File: src/rtl/seg7_scan_pkg.sv
// seg7_scan_pkg: shared state encoding and default sizing for the display scanner
package seg7_scan_pkg;
    typedef enum logic {ST_BLANK, ST_SHOW} state_t;
    localparam int NUM_DIGITS_DEF   = 4;
    localparam int SCAN_DIV_DEF     = 10000;
    localparam int BLANK_CYCLES_DEF = 16;
endpackage

File: src/rtl/seg7.sv
// seg7: hex nibble to gfedcba segment pattern, active-high
module seg7 (
    input  logic [3:0] hex,
    output logic [6:0] seg
);
    // pure lookup, one pattern per nibble value
    always_comb begin
        seg = 7'h00;
        case (hex)
            4'h0: seg = 7'h3F;
            4'h1: seg = 7'h06;
            4'h2: seg = 7'h5B;
            4'h3: seg = 7'h4F;
            4'h4: seg = 7'h66;
            4'h5: seg = 7'h6D;
            4'h6: seg = 7'h7D;
            4'h7: seg = 7'h07;
            4'h8: seg = 7'h7F;
            4'h9: seg = 7'h6F;
            4'hA: seg = 7'h77;
            4'hB: seg = 7'h7C;
            4'hC: seg = 7'h39;
            4'hD: seg = 7'h5E;
            4'hE: seg = 7'h79;
            4'hF: seg = 7'h71;
            default: seg = 7'h00;
        endcase
    end
endmodule

File: src/rtl/seg7_scan_ctrl.sv
// seg7_scan_ctrl: multiplexed scan of NUM_DIGITS digits with blanking gap and frame-aligned double buffer
module seg7_scan_ctrl
    import seg7_scan_pkg::*;
#(
    parameter int NUM_DIGITS   = NUM_DIGITS_DEF,
    parameter int SCAN_DIV     = SCAN_DIV_DEF,
    parameter int BLANK_CYCLES = BLANK_CYCLES_DEF
) (
    input  logic                    clk,
    input  logic                    rst_n,
    input  logic                    wr_valid,
    output logic                    wr_ready,
    input  logic [4*NUM_DIGITS-1:0] wr_data,
    input  logic [NUM_DIGITS-1:0]   wr_blank,
    output logic [6:0]              seg_out,
    output logic [NUM_DIGITS-1:0]   dig_en,
    output logic                    frame_start
);
    localparam int CW = $clog2(SCAN_DIV);
    localparam int IW = NUM_DIGITS > 1 ? $clog2(NUM_DIGITS) : 1;

    logic [CW-1:0]           cnt, cnt_nxt;
    logic [IW-1:0]           idx, idx_nxt;
    state_t                  st, st_nxt;
    logic                    run;
    logic [4*NUM_DIGITS-1:0] act_data, pend_data;
    logic [NUM_DIGITS-1:0]   act_blank, pend_blank;
    logic                    pend_full;
    logic                    slot_end, frame_end, show;
    logic [3:0]              nib;
    logic [6:0]              seg_dec;

    assign wr_ready = !pend_full;

    // next slot position and phase; the first cycle out of reset holds at frame start
    always_comb begin
        slot_end  = cnt == CW'(SCAN_DIV - 1);
        frame_end = slot_end && idx == IW'(NUM_DIGITS - 1);
        cnt_nxt   = (!run || slot_end) ? '0 : cnt + 1'b1;
        idx_nxt   = (!run || frame_end) ? '0 : slot_end ? idx + 1'b1 : idx;
        st_nxt    = !run ? ST_BLANK
                  : (st == ST_BLANK && cnt == CW'(BLANK_CYCLES - 1)) ? ST_SHOW
                  : (st == ST_SHOW && slot_end) ? ST_BLANK : st;
        nib       = act_data[{idx_nxt, 2'b00} +: 4];
        show      = st_nxt == ST_SHOW && !act_blank[idx_nxt];
    end

    seg7 u_seg7 (
        .hex (nib),
        .seg (seg_dec)
    );

    // scan position and phase registers
    always_ff @(posedge clk) begin
        if (!rst_n) begin
            run <= 1'b0;
            cnt <= '0;
            idx <= '0;
            st  <= ST_BLANK;
        end else begin
            run <= 1'b1;
            cnt <= cnt_nxt;
            idx <= idx_nxt;
            st  <= st_nxt;
        end
    end

    // pending buffer accepts writes; it moves to active only on the frame boundary
    always_ff @(posedge clk) begin
        if (!rst_n) begin
            act_data   <= '0;
            act_blank  <= '1;
            pend_data  <= '0;
            pend_blank <= '1;
            pend_full  <= 1'b0;
        end else begin
            if (frame_end && pend_full) begin
                act_data  <= pend_data;
                act_blank <= pend_blank;
                pend_full <= 1'b0;
            end
            if (wr_valid && !pend_full) begin
                pend_data  <= wr_data;
                pend_blank <= wr_blank;
                pend_full  <= 1'b1;
            end
        end
    end

    // outputs registered from next position so they line up with cnt/idx of the same cycle
    always_ff @(posedge clk) begin
        if (!rst_n) begin
            dig_en      <= '0;
            seg_out     <= '0;
            frame_start <= 1'b0;
        end else begin
            dig_en      <= show ? NUM_DIGITS'(1) << idx_nxt : '0;
            seg_out     <= show ? seg_dec : '0;
            frame_start <= cnt_nxt == '0 && idx_nxt == '0;
        end
    end
endmodule

File: config.mk
export PLATFORM = sky130hd
export DESIGN_NAME = seg7_scan_ctrl
export DESIGN_NICKNAME = d
export VERILOG_FILES = /design/src/rtl/seg7_scan_pkg.sv /design/src/rtl/seg7.sv /design/src/rtl/seg7_scan_ctrl.sv
export SDC_FILE = /design/constraint.sdc
export NUM_CORES = 1
export LEC_CHECK = 0
export CAP_MARGIN = 20
export CORE_MARGIN = 2
export CORE_UTILIZATION = 60
export DETAILED_ROUTE_END_ITERATION = 16
export PLACE_DENSITY = 0.91
export SYNTH_ARGS = -nofsm -noshare
export SYNTH_HDL_FRONTEND = slang
export SYNTH_HIERARCHICAL = 1
export SYNTH_SLANG_ARGS = --single-unit
File: constraint.sdc
create_clock -name clk -period 6.2 [get_ports clk]
set_input_delay 0.93 -clock clk [delete_from_list [all_inputs] [get_ports clk]]
set_output_delay 0.93 -clock clk [all_outputs]
set_load 0.01 [all_outputs]
==> flow_summary.yaml <==
global_route:
  grt_pass1_wl_um: 11700
  grtUsageTotal_pct: 23.7
  antenna_found_initial: 0
  overflow: 0
  grt_max_degree: 48
  grt_pass1_vias: 2601
synthesis:
  netlist_instances: 396
  synth.avg_cell_area_sq_um: 8.58
  synth.top_cell.area_share_pct: 41.8
  ys_ff_latch: 71
  synth-edff-count: 0
  yosysSeqAreaShare_pct: 41.8
  ys.flop_type: "dfxtp_1"
  synth_top_family_by_area: "simple AND/OR/NAND/NOR gates"
  synth_cell_types: 53
  netlist_area_sq_um: 3400
  synth_fa_ha_area_share_pct: 3.31
  synthXorXnorAreaFrac_pct: 4.09
  yosys_warnings: 6
  synth-simple-area-share_pct: 25.1
  synth.area.mux_share_pct: 6.00
  ys_top_cells_by_area: "dfxtp_1 42%, nand2_1 11%, a21boi_0 7.3%, ha_1 3.3%, nor2_1 2.6%"
  synth_nets: 428
  yosysTopAreaCell: "dfxtp_1"
  ys_async_sr_fraction_pct: 0
  synth_compound_area_share_pct: 13.6
setup_path:
  cpMostUsedCell: "ha_1"
  cp_slowest_cell: "a211oi_1"
  path_buf_inv: 1
  startpoint_type: "register"
  worst_path_dominant_cell_family: "multiplexers"
  cp.required_ps: 6440
  crit_path_end_kind: "register"
  crit_type: "reg2reg"
  cp.arrival_ps: 4110
  crit_fanout: 12
  r2r_slack_ps: 2330
  crit_path_cell_trace: "ha_1, and4_2, nand4_2, mux2_4, mux2i_1, a211oi_1, inv_1, ha_1, mux4_2, nand2_1, a21oi_1"
  cpPeakStageDelay_ps: 550
timing:
  setup_tns_ps: 0
  slew_violations: 0
  fin_ws_ps: 2330
  tightest_slew_ps: 806
  max_freq_mhz: 259
  period_needed_ps: 3870
  slew_headroom_pct: 46.3
  finClkSkew_ps: 8.83
  fin_crit_sh_pct: 62.4
  finalSetupViolCount: 0
  finalHoldViolCount: 0
  grt_setup_unrepaired: "false"
drt:
  ant_nets: 0
  vias: 2714
  drc: 0
  vias_per_cell: 5.45
  avgRoutedWirePerCell_um: 13.5
  drtIter0Drc: 107
  wirelength_um: 6730
  first_pass_iters: 4
cells_and_area:
  fin_cells: 498
  area_growth_pct: 15.9
  antenna_cells: 0
  drive_gt1_share_pct: 10.3
  fin_util_pct: 72.0
  layout.nets: 453
power:
  irDropWorstVdd_uv: 201
  power_uw: 921
  p_leak_uw: 0.00149
  powerDensity_nw_per_um2: 234
floorplan:
  die_w_um: 79.3
  fp-row-count: 27
  coreArea_sq_um: 5470
  initial_core_util_pct: 62.1
  die_area_sq_um: 6280
  ioPinCount: 36
  fp.dieH_um: 79.3
clock_tree:
  ctsHoldBuffers: 0
  cts.sinks: 71
  cts_root_buf: "clkbuf_8"
  tritoncts: "done"
  post-cts-setup-buffers: 0
  cts.repair.resized: 0
  cts.path.max_buffers: 2
  cts_buffers: 9
  clk_pin_slew_ps: 80
  h-tree-depth: 3
  clock_latency_ps: 350
placed_design:
  placed_cells: 481
  globalplace.congestion: 0.829
  dp_hpwl_um: 4610
  pre_cts_ws_ps: 2360
  port_buffers: 35
run_status:
  status: "finished, final reports clean"
worst_hold_path:
  hp-class: "reg2reg"
job:
  timing.max_cap.violations: 0
final timing paths:
path | cells past startpoint | to | from
max | 11 | seg_out[3]$_SDFF_PN0_ | cnt[0]$_SDFF_PN0_
min | 2 | pend_data[10]$_SDFFE_PN0P_ | pend_data[10]$_SDFFE_PN0P_
max reg2reg | 11 | seg_out[3]$_SDFF_PN0_ | cnt[0]$_SDFF_PN0_
min reg2reg | 2 | pend_data[10]$_SDFFE_PN0P_ | pend_data[10]$_SDFFE_PN0P_
routing by layer:
layer / routed length, um / track usage, % / vias up / share of wire, %
met3: 313 / 5.57 / 11 / 4.6
li1: - / - / 1382 / -
met1: 3020 / 29.1 / 1259 / 45
met4: 112 / 10.2 / 0 / 1.7
met2: 3290 / 39.7 / 62 / 49
met5: 0 / 0 / - / 0
metrics by stage:
| stage | cell area, sq um | hold slack [ps] |
|---|---|---|
| floorplan | 3400 | 437 |
| global placement | 3710 | 453 |
| detailed placement | 3710 | 458 |
| CTS | 3930 | 468 |
| global route | 3940 | 492 |
| finish | 3940 | 464 |
sequential cells by signal (all words and copies together), names as in the netlist:
| signal | flops |
|---|---|
| act_data | 16 |
| pend_data | 16 |
| cnt | 14 |
| seg_out | 7 |
| act_blank | 4 |
| dig_en | 4 |
| pend_blank | 4 |
| idx | 2 |
| frame_start | 1 |
| pend_full | 1 |
| run | 1 |
| st | 1 |
report_power, final:
part           switching [uW]  leakage [uW]  internal [uW]
combinational            19.5      0.000807           24.3
sequential               6.50      0.000577            466
clock                     178      0.000105            227
total                     205       0.00149            717
cell usage in the layout (no fill, tap or decap), drive strengths merged, types with 8 or more instances in the layout:
| master | synthesis | final |
|---|---|---|
| nand2 | 101 | 101 |
| dfxtp | 71 | 71 |
| clkdlybuf4s50 | 0 | 35 |
| a21boi | 33 | 33 |
| nor2 | 24 | 24 |
| nand3 | 16 | 16 |
| nor3 | 13 | 13 |
| a21oi | 12 | 12 |
| inv | 12 | 12 |
| xnor2 | 10 | 10 |
| ha | 9 | 9 |
| clkbuf | 14 | 9 |
| mux2i | 8 | 8 |
| mux2 | 8 | 8 |
synthesized netlist by cell type, drive strengths merged, types with 2 or more instances:
| library cell | count |
|---|---|
| mux2 | 8 |
| a21oi | 12 |
| nor4 | 3 |
| nand2b | 3 |
| mux2i | 8 |
| nand2 | 101 |
| xnor2 | 10 |
| a21boi | 33 |
| a211oi | 5 |
| xor2 | 5 |
| a2bb2oi | 2 |
| and3 | 3 |
| nand4 | 5 |
| clkbuf | 14 |
| inv | 12 |
| nor2 | 24 |
| or3 | 2 |
| nand3 | 16 |
| buf | 12 |
| dfxtp | 71 |
| nand3b | 2 |
| nor3 | 13 |
| o21ai | 4 |
| nor2b | 2 |
| ha | 9 |
| and2 | 2 |
logic make-up after synthesis:
group / count (synthesis)
AND/OR/NAND/NOR: 182
flip-flops: 71
AO/OA/AOI/OAI: 64
buffers and inverters: 38
multiplexers: 17
XOR/XNOR: 15
adder cells (fa/ha/maj): 9
worst min-delay path, cell delays in order, from the launching register on:
cell	delay (ps)
dfxtp_1	310
nand2_1	50
a21boi_0	60
layout make-up:
type	count	area, sq um
multi-input combinational	287	1770
fill	444	1530
sequential	71	1420
timing repair buffer	40	388
clock buffer	9	124
clock inverter	7	97.6
tap	72	90.1
inverter	12	47.5
(Power assumes the default switching activity.)
